$ cat src/rtl/b14_mem_pkg.sv
// b14_mem_pkg: shared constants for the b14 memory responder.
//   Default bus/RAM widths, error flag bit positions, traffic counter width and
//   its saturation value, plus a saturating-increment helper.
package b14_mem_pkg;

   localparam int unsigned DEF_ADDR_W     = 20;
   localparam int unsigned DEF_DATA_W     = 31;
   localparam int unsigned DEF_DEPTH_LOG2 = 5;

   localparam int unsigned ERR_OOB  = 0;
   localparam int unsigned ERR_COLL = 1;

   localparam int unsigned      CNT_W   = 16;
   localparam logic [CNT_W-1:0] CNT_MAX = 16'hFFFF;

   function automatic logic [CNT_W-1:0] sat_inc(input logic [CNT_W-1:0] v);
      return (v == CNT_MAX) ? v : v + CNT_W'(1);
   endfunction

endpackage

$ cat src/rtl/b14_mem_rdpipe.sv
// b14_mem_rdpipe: RD_LAT-deep shift register of {valid, data} for read returns.
//   Ports:
//     clock     in   rising-edge clock
//     reset     in   synchronous active-high reset, clears valids and data
//     in_valid  in   a read is launched this cycle
//     in_data   in   data launched with the read
//     datai     out  last completed read data, held between reads
//     rd_valid  out  one-cycle pulse when datai was updated
module b14_mem_rdpipe #(
   parameter int unsigned DATA_W = 31,
   parameter int unsigned RD_LAT = 1
) (
   input  logic              clock,
   input  logic              reset,
   input  logic              in_valid,
   input  logic [DATA_W-1:0] in_data,
   output logic [DATA_W-1:0] datai,
   output logic              rd_valid
);

   logic [RD_LAT-1:0] valid_q;
   logic [DATA_W-1:0] data_q [RD_LAT];

   // Each data stage only loads when a valid entry arrives, so the last stage
   // naturally holds the previous result between reads.
   always_ff @(posedge clock) begin
      if (reset) begin
         valid_q <= '0;
         for (int k = 0; k < int'(RD_LAT); k++) begin
            data_q[k] <= '0;
         end
      end else begin
         valid_q[0] <= in_valid;
         if (in_valid) begin
            data_q[0] <= in_data;
         end
         for (int k = 1; k < int'(RD_LAT); k++) begin
            valid_q[k] <= valid_q[k-1];
            if (valid_q[k-1]) begin
               data_q[k] <= data_q[k-1];
            end
         end
      end
   end

   assign datai    = data_q[RD_LAT-1];
   assign rd_valid = valid_q[RD_LAT-1];

endmodule

$ cat src/rtl/b14_mem_port.sv
// b14_mem_port: word RAM responder for the b14 core bus.
//   Ports:
//     clock, reset               rising-edge clock, synchronous active-high reset
//     addr, datao, rd, wr        core request (word address, write data, strobes)
//     datai, rd_valid            read return after RD_LAT edges (RD_LAT in 1..4)
//     load_en/addr/data          side-band preload, honoured even in reset
//     rd_count, wr_count         saturating counts of accepted in-range accesses
//     err, err_clr               sticky {collision, out-of-range} flags and clear
module b14_mem_port
   import b14_mem_pkg::*;
#(
   parameter int unsigned ADDR_W     = DEF_ADDR_W,
   parameter int unsigned DATA_W     = DEF_DATA_W,
   parameter int unsigned DEPTH_LOG2 = DEF_DEPTH_LOG2,
   parameter int unsigned RD_LAT     = 1
) (
   input  logic                  clock,
   input  logic                  reset,
   input  logic [ADDR_W-1:0]     addr,
   input  logic [DATA_W-1:0]     datao,
   input  logic                  rd,
   input  logic                  wr,
   output logic [DATA_W-1:0]     datai,
   output logic                  rd_valid,
   input  logic                  load_en,
   input  logic [DEPTH_LOG2-1:0] load_addr,
   input  logic [DATA_W-1:0]     load_data,
   output logic [CNT_W-1:0]      rd_count,
   output logic [CNT_W-1:0]      wr_count,
   output logic [1:0]            err,
   input  logic                  err_clr
);

   localparam int unsigned DEPTH = 1 << DEPTH_LOG2;

   logic [DATA_W-1:0]     mem_q [DEPTH];
   logic [CNT_W-1:0]      rd_count_q, rd_count_d;
   logic [CNT_W-1:0]      wr_count_q, wr_count_d;
   logic [1:0]            err_q, err_d, err_set;
   logic                  in_range;
   logic [DEPTH_LOG2-1:0] idx;
   logic                  core_rd, core_wr, wr_ok, rd_ok;
   logic [DATA_W-1:0]     rd_data;

   assign in_range = (addr[ADDR_W-1:DEPTH_LOG2] == '0);
   assign idx      = addr[DEPTH_LOG2-1:0];
   assign core_rd  = rd & ~reset;
   assign core_wr  = wr & ~reset;
   // A preload in the same cycle steals the RAM write port from the core.
   assign wr_ok    = core_wr & ~load_en & in_range;
   assign rd_ok    = core_rd & in_range;
   // Combinational read of the pre-edge contents gives read-before-write.
   assign rd_data  = in_range ? mem_q[idx] : '0;

   always_ff @(posedge clock) begin
      if (load_en) begin
         mem_q[load_addr] <= load_data;
      end else if (wr_ok) begin
         mem_q[idx] <= datao;
      end
   end

   always_comb begin
      err_set           = '0;
      err_set[ERR_OOB]  = (core_rd & ~in_range) | (core_wr & ~load_en & ~in_range);
      err_set[ERR_COLL] = core_wr & load_en;
      rd_count_d        = rd_ok ? sat_inc(rd_count_q) : rd_count_q;
      wr_count_d        = wr_ok ? sat_inc(wr_count_q) : wr_count_q;
      // A new error in the clearing cycle survives the clear.
      err_d             = err_clr ? err_set : (err_q | err_set);
   end

   always_ff @(posedge clock) begin
      if (reset) begin
         rd_count_q <= '0;
         wr_count_q <= '0;
         err_q      <= '0;
      end else begin
         rd_count_q <= rd_count_d;
         wr_count_q <= wr_count_d;
         err_q      <= err_d;
      end
   end

   b14_mem_rdpipe #(
      .DATA_W (DATA_W),
      .RD_LAT (RD_LAT)
   ) u_rdpipe (
      .clock    (clock),
      .reset    (reset),
      .in_valid (core_rd),
      .in_data  (rd_data),
      .datai    (datai),
      .rd_valid (rd_valid)
   );

   assign rd_count = rd_count_q;
   assign wr_count = wr_count_q;
   assign err      = err_q;

endmodule

$ cat config.mk
export PLATFORM = sky130hd
export DESIGN_NAME = b14_mem_port
export DESIGN_NICKNAME = d
export VERILOG_FILES = /design/src/rtl/b14_mem_pkg.sv /design/src/rtl/b14_mem_rdpipe.sv /design/src/rtl/b14_mem_port.sv
export SDC_FILE = /design/constraint.sdc
export NUM_CORES = 1
export LEC_CHECK = 0
export CORE_UTILIZATION = 30
export CTS_BUF_LIST = sky130_fd_sc_hd__clkbuf_4 sky130_fd_sc_hd__clkbuf_8
export CTS_CLUSTER_SIZE = 40
export DETAILED_ROUTE_END_ITERATION = 8
export PLACE_DENSITY_LB_ADDON = 0.15
export SLEW_MARGIN = 20
export SYNTH_ARGS = -nofsm -noshare
export SYNTH_HDL_FRONTEND = slang
export SYNTH_SLANG_ARGS = --single-unit
$ cat constraint.sdc
create_clock -name clock -period 5.2 [get_ports clock]
set_clock_uncertainty 0.05 [all_clocks]
set_input_delay 1.56 -clock clock [delete_from_list [all_inputs] [get_ports clock]]
set_output_delay 1.56 -clock clock [all_outputs]
set_load 0.01 [all_outputs]
## Word-level counts from Yosys, hierarchy flattened

Memory sizes are Yosys's and may differ from the RTL's.
Cells that the tools add are included.

| operators by class | value |
|---|---|
| muxes and demuxes | 17 |
| eq/ne operators | 2 |
| add/subtract/negate cells | 2 |
| bitwise logic cells | 15 |
| reduce and logical (&&, ||, !) cells | 5 |

Operator list:

| operator | count |
|---|---|
| 2-to-1 mux 31 bit | 3 |
| OR reduction 31 bit | 2 |
| adder 16 x 1 -> 16 bit, second input constant | 2 |
| == test 16 bit, second input constant | 2 |
| logical NOT 15 bit | 1 |
| 2-to-1 mux 1 bit | 12 |
| AND 1 bit | 8 |
| 2-to-1 mux 5 bit | 1 |
| inverter 1 bit | 5 |
| AND reduction 2 bit | 2 |
| 2-to-1 mux 2 bit | 1 |
| OR 2 bit | 1 |
| OR 1 bit | 1 |

| word-level totals | value |
|---|---|
| logic and storage cells | 47 |
| memories | 2 |
| output and inout port bits | 66 |
| flip-flop bits (word level) | 35 |
| input bits | 93 |
| memory bits (writable) | 1,023 |

Memory list:

| name | words | bits a word | read ports | clocked after Yosys merged registers in | write ports | line | RTL |
|---|---|---|---|---|---|---|---|
| mem_q | 32 | 31 | 1 | 0 | 1 | b14_mem_port.sv:36 | `logic [DATA_W-1:0] mem_q [DEPTH];` |
| u_rdpipe.data_q | 1 | 31 | 1 | 0 | 1 | b14_mem_rdpipe.sv:22 | `logic [DATA_W-1:0] data_q [RD_LAT];` |

## Longest topological paths before layout

Gate-level depths: netlist (run 1).

| depth | value |
|---|---|
| depth in word-level cells | 9 |
| gate-level depth with buffers | 9 |

## By module

Synthesis (run 1) repeated with hierarchy kept, for this count alone.

| second synthesis, totals | value |
|---|---|
| cells, all modules | 2,007 |
| area total of the unflattened synthesis | 40,956.8 µm² |

Modules (own cells, without submodules):

| module | area an instance (µm²) | sequential area each (µm²) | cells each | instances |
|---|---|---|---|---|
| b14_mem_port | 39,673.0 | 30,469.2 | 1,936 | 1 |
| b14_mem_rdpipe | 1,283.7 | 950.9 | 71 | 1 |

## Least setup slack after synthesis (run 1)

Ideal clock, no wire load.

| path | value |
|---|---|
| path kind | in2reg |
| from | input port reset |
| to | memory mem_q[0][0] (enable) |
| data arrival time | 4.256 ns |
| library setup time | 0.419 ns |
| buffers on the path | 2 |
| cell stages on the path | 6 |
| path slack | 0.475 ns |
| cells stage by stage | or3b_2 -> clkbuf_1 -> nor2_1 -> buf_2 -> a31oi_1 -> nor2_1 |

| on the way | value |
|---|---|
| longest elaborated chain between the ends | 9 |
| elaborated cells on any way between the ends | 10 |
| classes of those cells | mux: 5; bitwise: 4; reduce/logical: 1 |

RTL lines:

| item | line | RTL |
|---|---|---|
| from (decl) | b14_mem_port.sv:18 | `input logic reset,` |
| inverter 1 bit * | b14_mem_port.sv:48 | `assign core_wr = wr & ~reset;` |
| AND 1 bit * | b14_mem_port.sv:48 |  |
| AND 1 bit * (2 in series) | b14_mem_port.sv:50 | `assign wr_ok = core_wr & ~load_en & in_range;` |
| 2-to-1 mux 1 bit * | b14_mem_port.sv:58 | `end else if (wr_ok) begin` |
| 2-to-1 mux 1 bit * | b14_mem_port.sv:56 | `if (load_en) begin` |
| 2-to-1 mux 1 bit (implied by the code) * | b14_mem_port.sv:59 | `mem_q[idx] <= datao;` |
| OR reduction 31 bit (no source line) | n/a |  |
| 2-to-1 mux 5 bit (no source line) / 2-to-1 mux 1 bit (equally long branches) | n/a |  |
| to (decl) | b14_mem_port.sv:36 |  |

Mark *: on every way between the ends. The rest lies on a longest branch, timed or not.

## Final worst setup path (run 1)

| path | value |
|---|---|
| from | input port addr[2] |
| to | memory u_rdpipe.data_q[0][13], data pin |

| on the way | value |
|---|---|
| longest elaborated chain between the ends | 3 |

RTL lines:

| item | line | RTL |
|---|---|---|
| from (decl) | b14_mem_port.sv:19 | `input logic [ADDR_W-1:0] addr,` |
| memory (32 x 31 bit) | n/a |  |
| 2-to-1 mux 31 bit | b14_mem_port.sv:53 | `assign rd_data = in_range ? mem_q[idx] : '0;` |
| 2-to-1 mux 31 bit (no source line) | n/a |  |
| to (decl) | b14_mem_rdpipe.sv:22 |  |

No other way between the ends.

==> results of run 1 <==
cell usage after synthesis, types with 3 or more instances:
cell       number
a2111oi_0      33
a211oi_1        3
a21oi_1        17
a22oi_1        92
a31oi_1         9
and2_1          3
and3_1          4
and4_1          9
buf_1          13
buf_2          48
clkbuf_1       53
dfxtp_1        35
edfxtp_1     1023
inv_1           4
mux2_2          3
mux2i_1       281
mux4_2        124
nand2_1       173
nand2b_1       10
nand3_1        72
nand4_1        15
nor2_1         68
nor2b_1         4
nor3_1         10
nor3b_1         3
nor4_1         13
o21ai_0         9
o22ai_1        30
or3_1           6
or4_1           3
xnor2_1         6
xor2_1          7
metrics by stage:
stage          hold WS, ps  total power, uW  setup WS, ps  TNS, ps
2_1_floorplan        439.0            10110         474.6        0
3_3_place_gp         413.5            10570        -620.3   -620.3
3_5_place_dp         427.9            10580         34.35        0
4_1_cts              436.7            18040          1037        0
5_1_grt              446.8            18420         996.2        0
6_report             434.2            17800         942.7        0
per-layer routing:
metal | track usage | up-vias | share of wire
li1 | - | 9777 | -
met1 | 0.2348 | 11770 | 0.45
met2 | 0.2867 | 589 | 0.48
met3 | 0.03874 | 152 | 0.050
met4 | 0.05391 | 0 | 0.024
met5 | 0 | - | 0
state kept, by name, indices dropped and copies added (netlist names):
register	flops
u_rdpipe.data_q	31
err	2
wr_count	16
u_rdpipe.rd_valid	1
mem_q	992
rd_count	16
cell families (layout without fill, tap and decap cells):
kind of cell             after synthesis  count (layout)  share of synthesized area
AO/OA/AOI/OAI                        203             203                    0.03555
flip-flops                          1058            1058                     0.7644
multiplexers                         408             408                     0.1372
AND/OR/NAND/NOR                      406             406                    0.04681
adder cells (fa/ha/maj)                2               2                  0.0006087
buffers and inverters                121             642                    0.01269
XOR/XNOR                              13              13                   0.002770
other                                  0               2                          0
final timing paths:
check,from,end,cells after the start,slack [ps]
worst min register to register,err[0],err[0],2,430
worst max register to register,rd_count[0],rd_count[10],5,2990
worst min-delay path,err[0],err[0],2,430
worst max-delay path,addr[2],u_rdpipe.data_q[0][13],6,940
power by group:
part,internal [uW],switching [uW]
Combinational,338,570
Sequential,9450,27.8
Clock,4000,3410
Total,13800,4010
final cells by class:
| cell class | count | area [um2] | area share |
|---|---|---|---|
| Antenna cell | 2 | 5.005 | 0.0001006 |
| Clock inverter | 92 | 609.3 | 0.01225 |
| Inverter | 5 | 18.77 | 0.0003773 |
| Multi-Input combinational cell | 1032 | 9513 | 0.1912 |
| Sequential cell | 1058 | 31420 | 0.6316 |
| Tap cell | 1781 | 2228 | 0.04480 |
| Timing Repair Buffer | 305 | 3004 | 0.06039 |
| Clock buffer | 240 | 2947 | 0.05923 |
worst register-to-register path: cells and delay by family (launching register included):
family	cells	cell delay, ps
AND/OR/NAND/NOR	3	1260
flip-flops	1	440
adder cells (fa/ha/maj)	1	220
AO/OA/AOI/OAI	1	170
==> impl_metrics.py, run 1 <==
metrics = {
    "final_layout": {
        "nets": 2677,
        "layout_commonest_cell": "edfxtp_1",
        "nFillCells": 12570,
        "instances_no_fill": 4515,
        "fin_util": 0.3668,
        "drive_gt1_frac": 0.2251,
        "final_cell_mix": "edfxtp_1 (1023), mux2i_1 (281), clkbuf_8 (183)",
        "area_delta_synth_final_pct": 21.02,
        "finalInstanceArea_mm2": 0.04975,
    },
    "place": {
        "place_inst": 4181,
        "post_dp_cell_area_mm2": 0.04618,
        "place.gp.congestion": 0.7965,
        "io_buffers": 158,
        "hpwl_um": 74530,
    },
    "clock_tree": {
        "path_clk_slew_ps": 60,
        "cts_root_buf": "clkbuf_8",
        "clk_latency_ps": 900,
        "cts.htree.levels": 4,
        "cts_tree": "yes",
        "cts_buffers": 180,
        "post_cts_resized": 0,
        "clockBufferDepth": 3,
        "clock_sinks": 1058,
        "cts_hold_buffers": 0,
        "cts_setup_buffers": 0,
    },
    "worst_setup_path": {
        "cp_cell_sequence": "clkdlybuf4s50_1 -> buf_4 -> nand2_2 -> buf_4 -> o22ai_1 -> a2111oi_0",
        "slowest_stage": "a2111oi_0",
        "crit_path_max_incr_delay_ps": 960,
        "critPathMaxFanout": 30,
        "start_kind": "primary input",
        "cp_top_family": "buffers and inverters",
        "critical_path_class": "primary input to register",
        "crit_buf_inv": 3,
        "path_common_cell": "buf_4",
        "arrival_ps": 4760,
        "crit_path_end_kind": "register",
        "critPathRequiredTime_ps": 5700,
    },
    "logic_synthesis": {
        "synth.area.top_cells": "edfxtp_1 (75%), mux2i_1 (6.8%), mux4_2 (6.8%), dfxtp_1 (1.7%), a22oi_1 (1.7%)",
        "ys_seq_area_frac": 0.7644,
        "synthesis.area_mm2": 0.04111,
        "synth_seq_cells": 1058,
        "synth-edff-count": 1023,
        "synth-main-ff-cell": "edfxtp_1",
        "synth-async-reset-ratio": 0,
        "synth_cell_types": 53,
        "yosysTopAreaCellShare": 0.7473,
        "yosysTopAreaCell": "edfxtp_1",
        "syn_nets": 2306,
        "syn_avg_cell_area_um2": 18.59,
        "synthCells": 2211,
        "ys.warnings.count": 0,
    },
    "floorplanning": {
        "start_util": 0.3031,
        "die_x_um": 372.2,
        "ios": 159,
        "rows": 135,
        "die-area_mm2": 0.1385,
        "die_y_um": 372.2,
        "core_mm2": 0.1356,
    },
    "sta": {
        "timing.final.crit_share": 0.8187,
        "fin_crit_ps": 4257,
        "hold_violations": 0,
        "worstMarginPinSlew_ps": 1014,
        "fmax_mhz": 234.9,
        "slew_headroom": 0.3046,
        "rsz0062_at_grt": "no",
        "setup_viol": 0,
        "report.final.slew_viol_count": 0,
    },
    "power": {
        "power_density_mw_per_mm2": 357.8,
        "p_leak_uw": 0.01633,
        "ir_drop_v": 0.0001757,
    },
    "grt": {
        "grt_use_total": 0.1764,
        "antenna_found_initial": 5,
        "grt_start_max_net_pins": 43,
        "first_global_vias": 23150,
        "grt-ovfl-total": 0,
        "grt_pass1_wl_um": 171400,
    },
    "drt": {
        "drt_iter0_drc": 1782,
        "ant_nets": 0,
        "drc": 0,
        "vias": 22280,
        "wirelength_um": 121500,
        "drt_first_pass_iters": 5,
        "viasPerCell": 4.935,
        "wl_per_cell_um": 26.92,
    },
    "job": {
        "cap_viol_max_count": 0,
    },
    "run_status": {
        "status": "complete, no violations",
    },
    "hold_path": {
        "hp-class": "register to register",
    },
}
Power figures use the tool's default switching activity.
==> run 2: changes to the inputs <==
==> constraint.sdc (replaced) <==
create_clock -name clock -period 3.7 [get_ports clock]
set_clock_uncertainty 0.05 [all_clocks]
set_input_delay 1.11 -clock clock [delete_from_list [all_inputs] [get_ports clock]]
set_output_delay 1.11 -clock clock [all_outputs]
set_load 0.01 [all_outputs]
==> run 2 against run 1 <==
Effect of this change: non-clock buffer count increased by 72; via count increased by 1.5%; register-to-register slack got worse by 1500 ps; setup slack got worse by 480 ps; sequential share of layout area decreased by 1.9 points; cell count increased by 1.5%; critical endpoint is now u_rdpipe.data_q[0][20].
==> impl_metrics.py, run 2 (same netlist as run 1, synthesis figures left out) <==
metrics = {
    "run_status": {
        "status": "complete, no violations",
    },
    "final_layout": {
        "multiInputGateArea_mm2": 0.009509,
        "largest_register_ffs": 992,
        "final_cell_mix": "edfxtp_1 (1023), mux2i_1 (281), clkbuf_8 (181)",
        "finalInstanceArea_mm2": 0.05129,
        "layout_commonest_cell": "edfxtp_1",
        "nFillCells": 12390,
        "drive_gt1_frac": 0.2460,
        "top_register": "mem_q",
        "reg_top3": "mem_q x992, u_rdpipe.data_q x31",
        "instances_no_fill": 4581,
        "seqCellArea_mm2": 0.03142,
        "area_delta_synth_final_pct": 24.78,
        "nets": 2750,
    },
    "sta": {
        "worst_slack_ps": 459.3,
        "timing.final.crit_share": 0.8759,
        "worstMarginPinSlew_ps": 1073,
        "setup_viol": 0,
        "rsz0062_at_grt": "no",
        "fin_crit_ps": 3241,
        "report.final.slew_viol_count": 0,
        "fmax_mhz": 308.6,
        "slew_headroom": 0.2813,
        "hold_violations": 0,
    },
    "floorplanning": {
        "die_x_um": 372.2,
        "ios": 159,
        "die_y_um": 372.2,
        "start_util": 0.3031,
        "die-area_mm2": 0.1385,
        "core_mm2": 0.1356,
        "rows": 135,
    },
    "worst_setup_path": {
        "critical_path_class": "primary input to register",
        "crit_path_max_incr_delay_ps": 850,
        "arrival_ps": 3750,
        "critPathMaxFanout": 10,
        "crit_path_end_kind": "register",
        "crit_buf_inv": 3,
        "cp_cell_sequence": "clkdlybuf4s50_1 -> nand2b_1 -> buf_4 -> nor3_2 -> buf_12 -> a22oi_1 -> nand3_1 -> a2111oi_1",
        "slowest_stage": "a2111oi_1",
        "cp_top_family": "compound AO/OA/AOI/OAI gates",
        "critPathRequiredTime_ps": 4210,
        "start_kind": "primary input",
    },
    "clock_tree": {
        "cts_hold_buffers": 0,
        "post_cts_resized": 0,
        "path_clk_slew_ps": 60,
        "cts_root_buf": "clkbuf_8",
        "clockBufferDepth": 3,
        "cts_tree": "yes",
        "clock_sinks": 1058,
        "clk_latency_ps": 900,
        "cts_buffers": 181,
        "cts_setup_buffers": 0,
        "cts.htree.levels": 4,
    },
    "drt": {
        "drt_iter0_drc": 1775,
        "drc": 0,
        "viasPerCell": 4.936,
        "ant_nets": 0,
        "drt_first_pass_iters": 7,
        "wirelength_um": 125600,
        "vias": 22610,
        "wl_per_cell_um": 27.41,
    },
    "place": {
        "io_buffers": 158,
        "hpwl_um": 76780,
        "place_inst": 4252,
        "dp_slack_ps": -553.8,
        "place.gp.congestion": 0.7791,
        "post_dp_cell_area_mm2": 0.04779,
    },
    "power": {
        "power_density_mw_per_mm2": 486.4,
        "p_leak_uw": 0.01697,
        "ir_drop_v": 0.0003239,
    },
    "grt": {
        "grt_pass1_wl_um": 176600,
        "antenna_found_initial": 3,
        "use_met3": 0.03950,
        "grt_use_met1": 0.2432,
        "busiest_layer": "met2",
        "grt-ovfl-total": 0,
        "grt_use_total": 0.1822,
        "first_global_vias": 23790,
        "grt_start_max_net_pins": 49,
        "use_met2": 0.2983,
    },
    "job": {
        "cap_viol_max_count": 0,
    },
    "hold_path": {
        "hp-class": "register to register",
    },
}
## run 2: cell types whose count changed in the layout (fill, tap and decap cells not counted), sizes merged
cell	previous run	this run
clkinvlp	3	4
bufinv	6	2
clkdlybuf4s18	0	1
inv	14	15
buf	149	220
diode	2	3
clkinv	74	63
clkbuf	240	246
## run 2: worst reg2reg max path: stages, from the launching register on
cell and delay [ps]:
dfxtp_1 440, ha_1 240, nand3_1 190, or4_1 610, or4_1 430, a21oi_1 150
## run 2: per-stage QoR
| stage | TNS (ps) | total power (uW) | hold slack (ps) | utilization |
|---|---|---|---|---|
| 2_1_floorplan | -109540 | 14210 | 439.0 | - |
| 3_3_place_gp | -143210 | 14940 | 401.8 | 0.3522 |
| 3_5_place_dp | -148540 | 14960 | 413.0 | 0.3524 |
| 4_1_cts | 0 | 25290 | 423.2 | 0.3779 |
| 5_1_grt | 0 | 25830 | 443.9 | 0.3781 |
| 6_report | 0 | 24950 | 417.9 | 0.3781 |
## run 2: cell type report
type                    instances  area share
inverters                       5   0.0003659
clock inverters                79    0.009441
multi-input cells            1032      0.1854
diodes                          3   0.0001464
clock buffers                 246     0.05808
flip-flops and latches       1058      0.6126
well taps                    1781     0.04345
repair buffers                377     0.09053
## run 2: metal layers
metal,vias to the layer above,wire [um],share of wire
met1,11930,55750,0.44
met2,614,61230,0.49
met5,-,0,0
met4,0,2363,0.019
met3,164,6233,0.050
li1,9905,-,-
## run 2: power breakdown
group,total (uW),switching (uW),leakage [uW],internal (uW)
registers,13300,37.6,0.00957,13300
clock network,10300,4860,0.00183,5390
logic,1370,803,0.00557,572
total,24900,5700,0.0170,19200
## run 2: worst paths after layout
check,startpoint,endpoint,slack (ps),depth (start not counted)
min,err[1],err[1],420,2
min reg2reg,err[1],err[1],420,2
max,addr[4],u_rdpipe.data_q[0][20],460,8
max reg2reg,rd_count[0],rd_count[10],1520,5
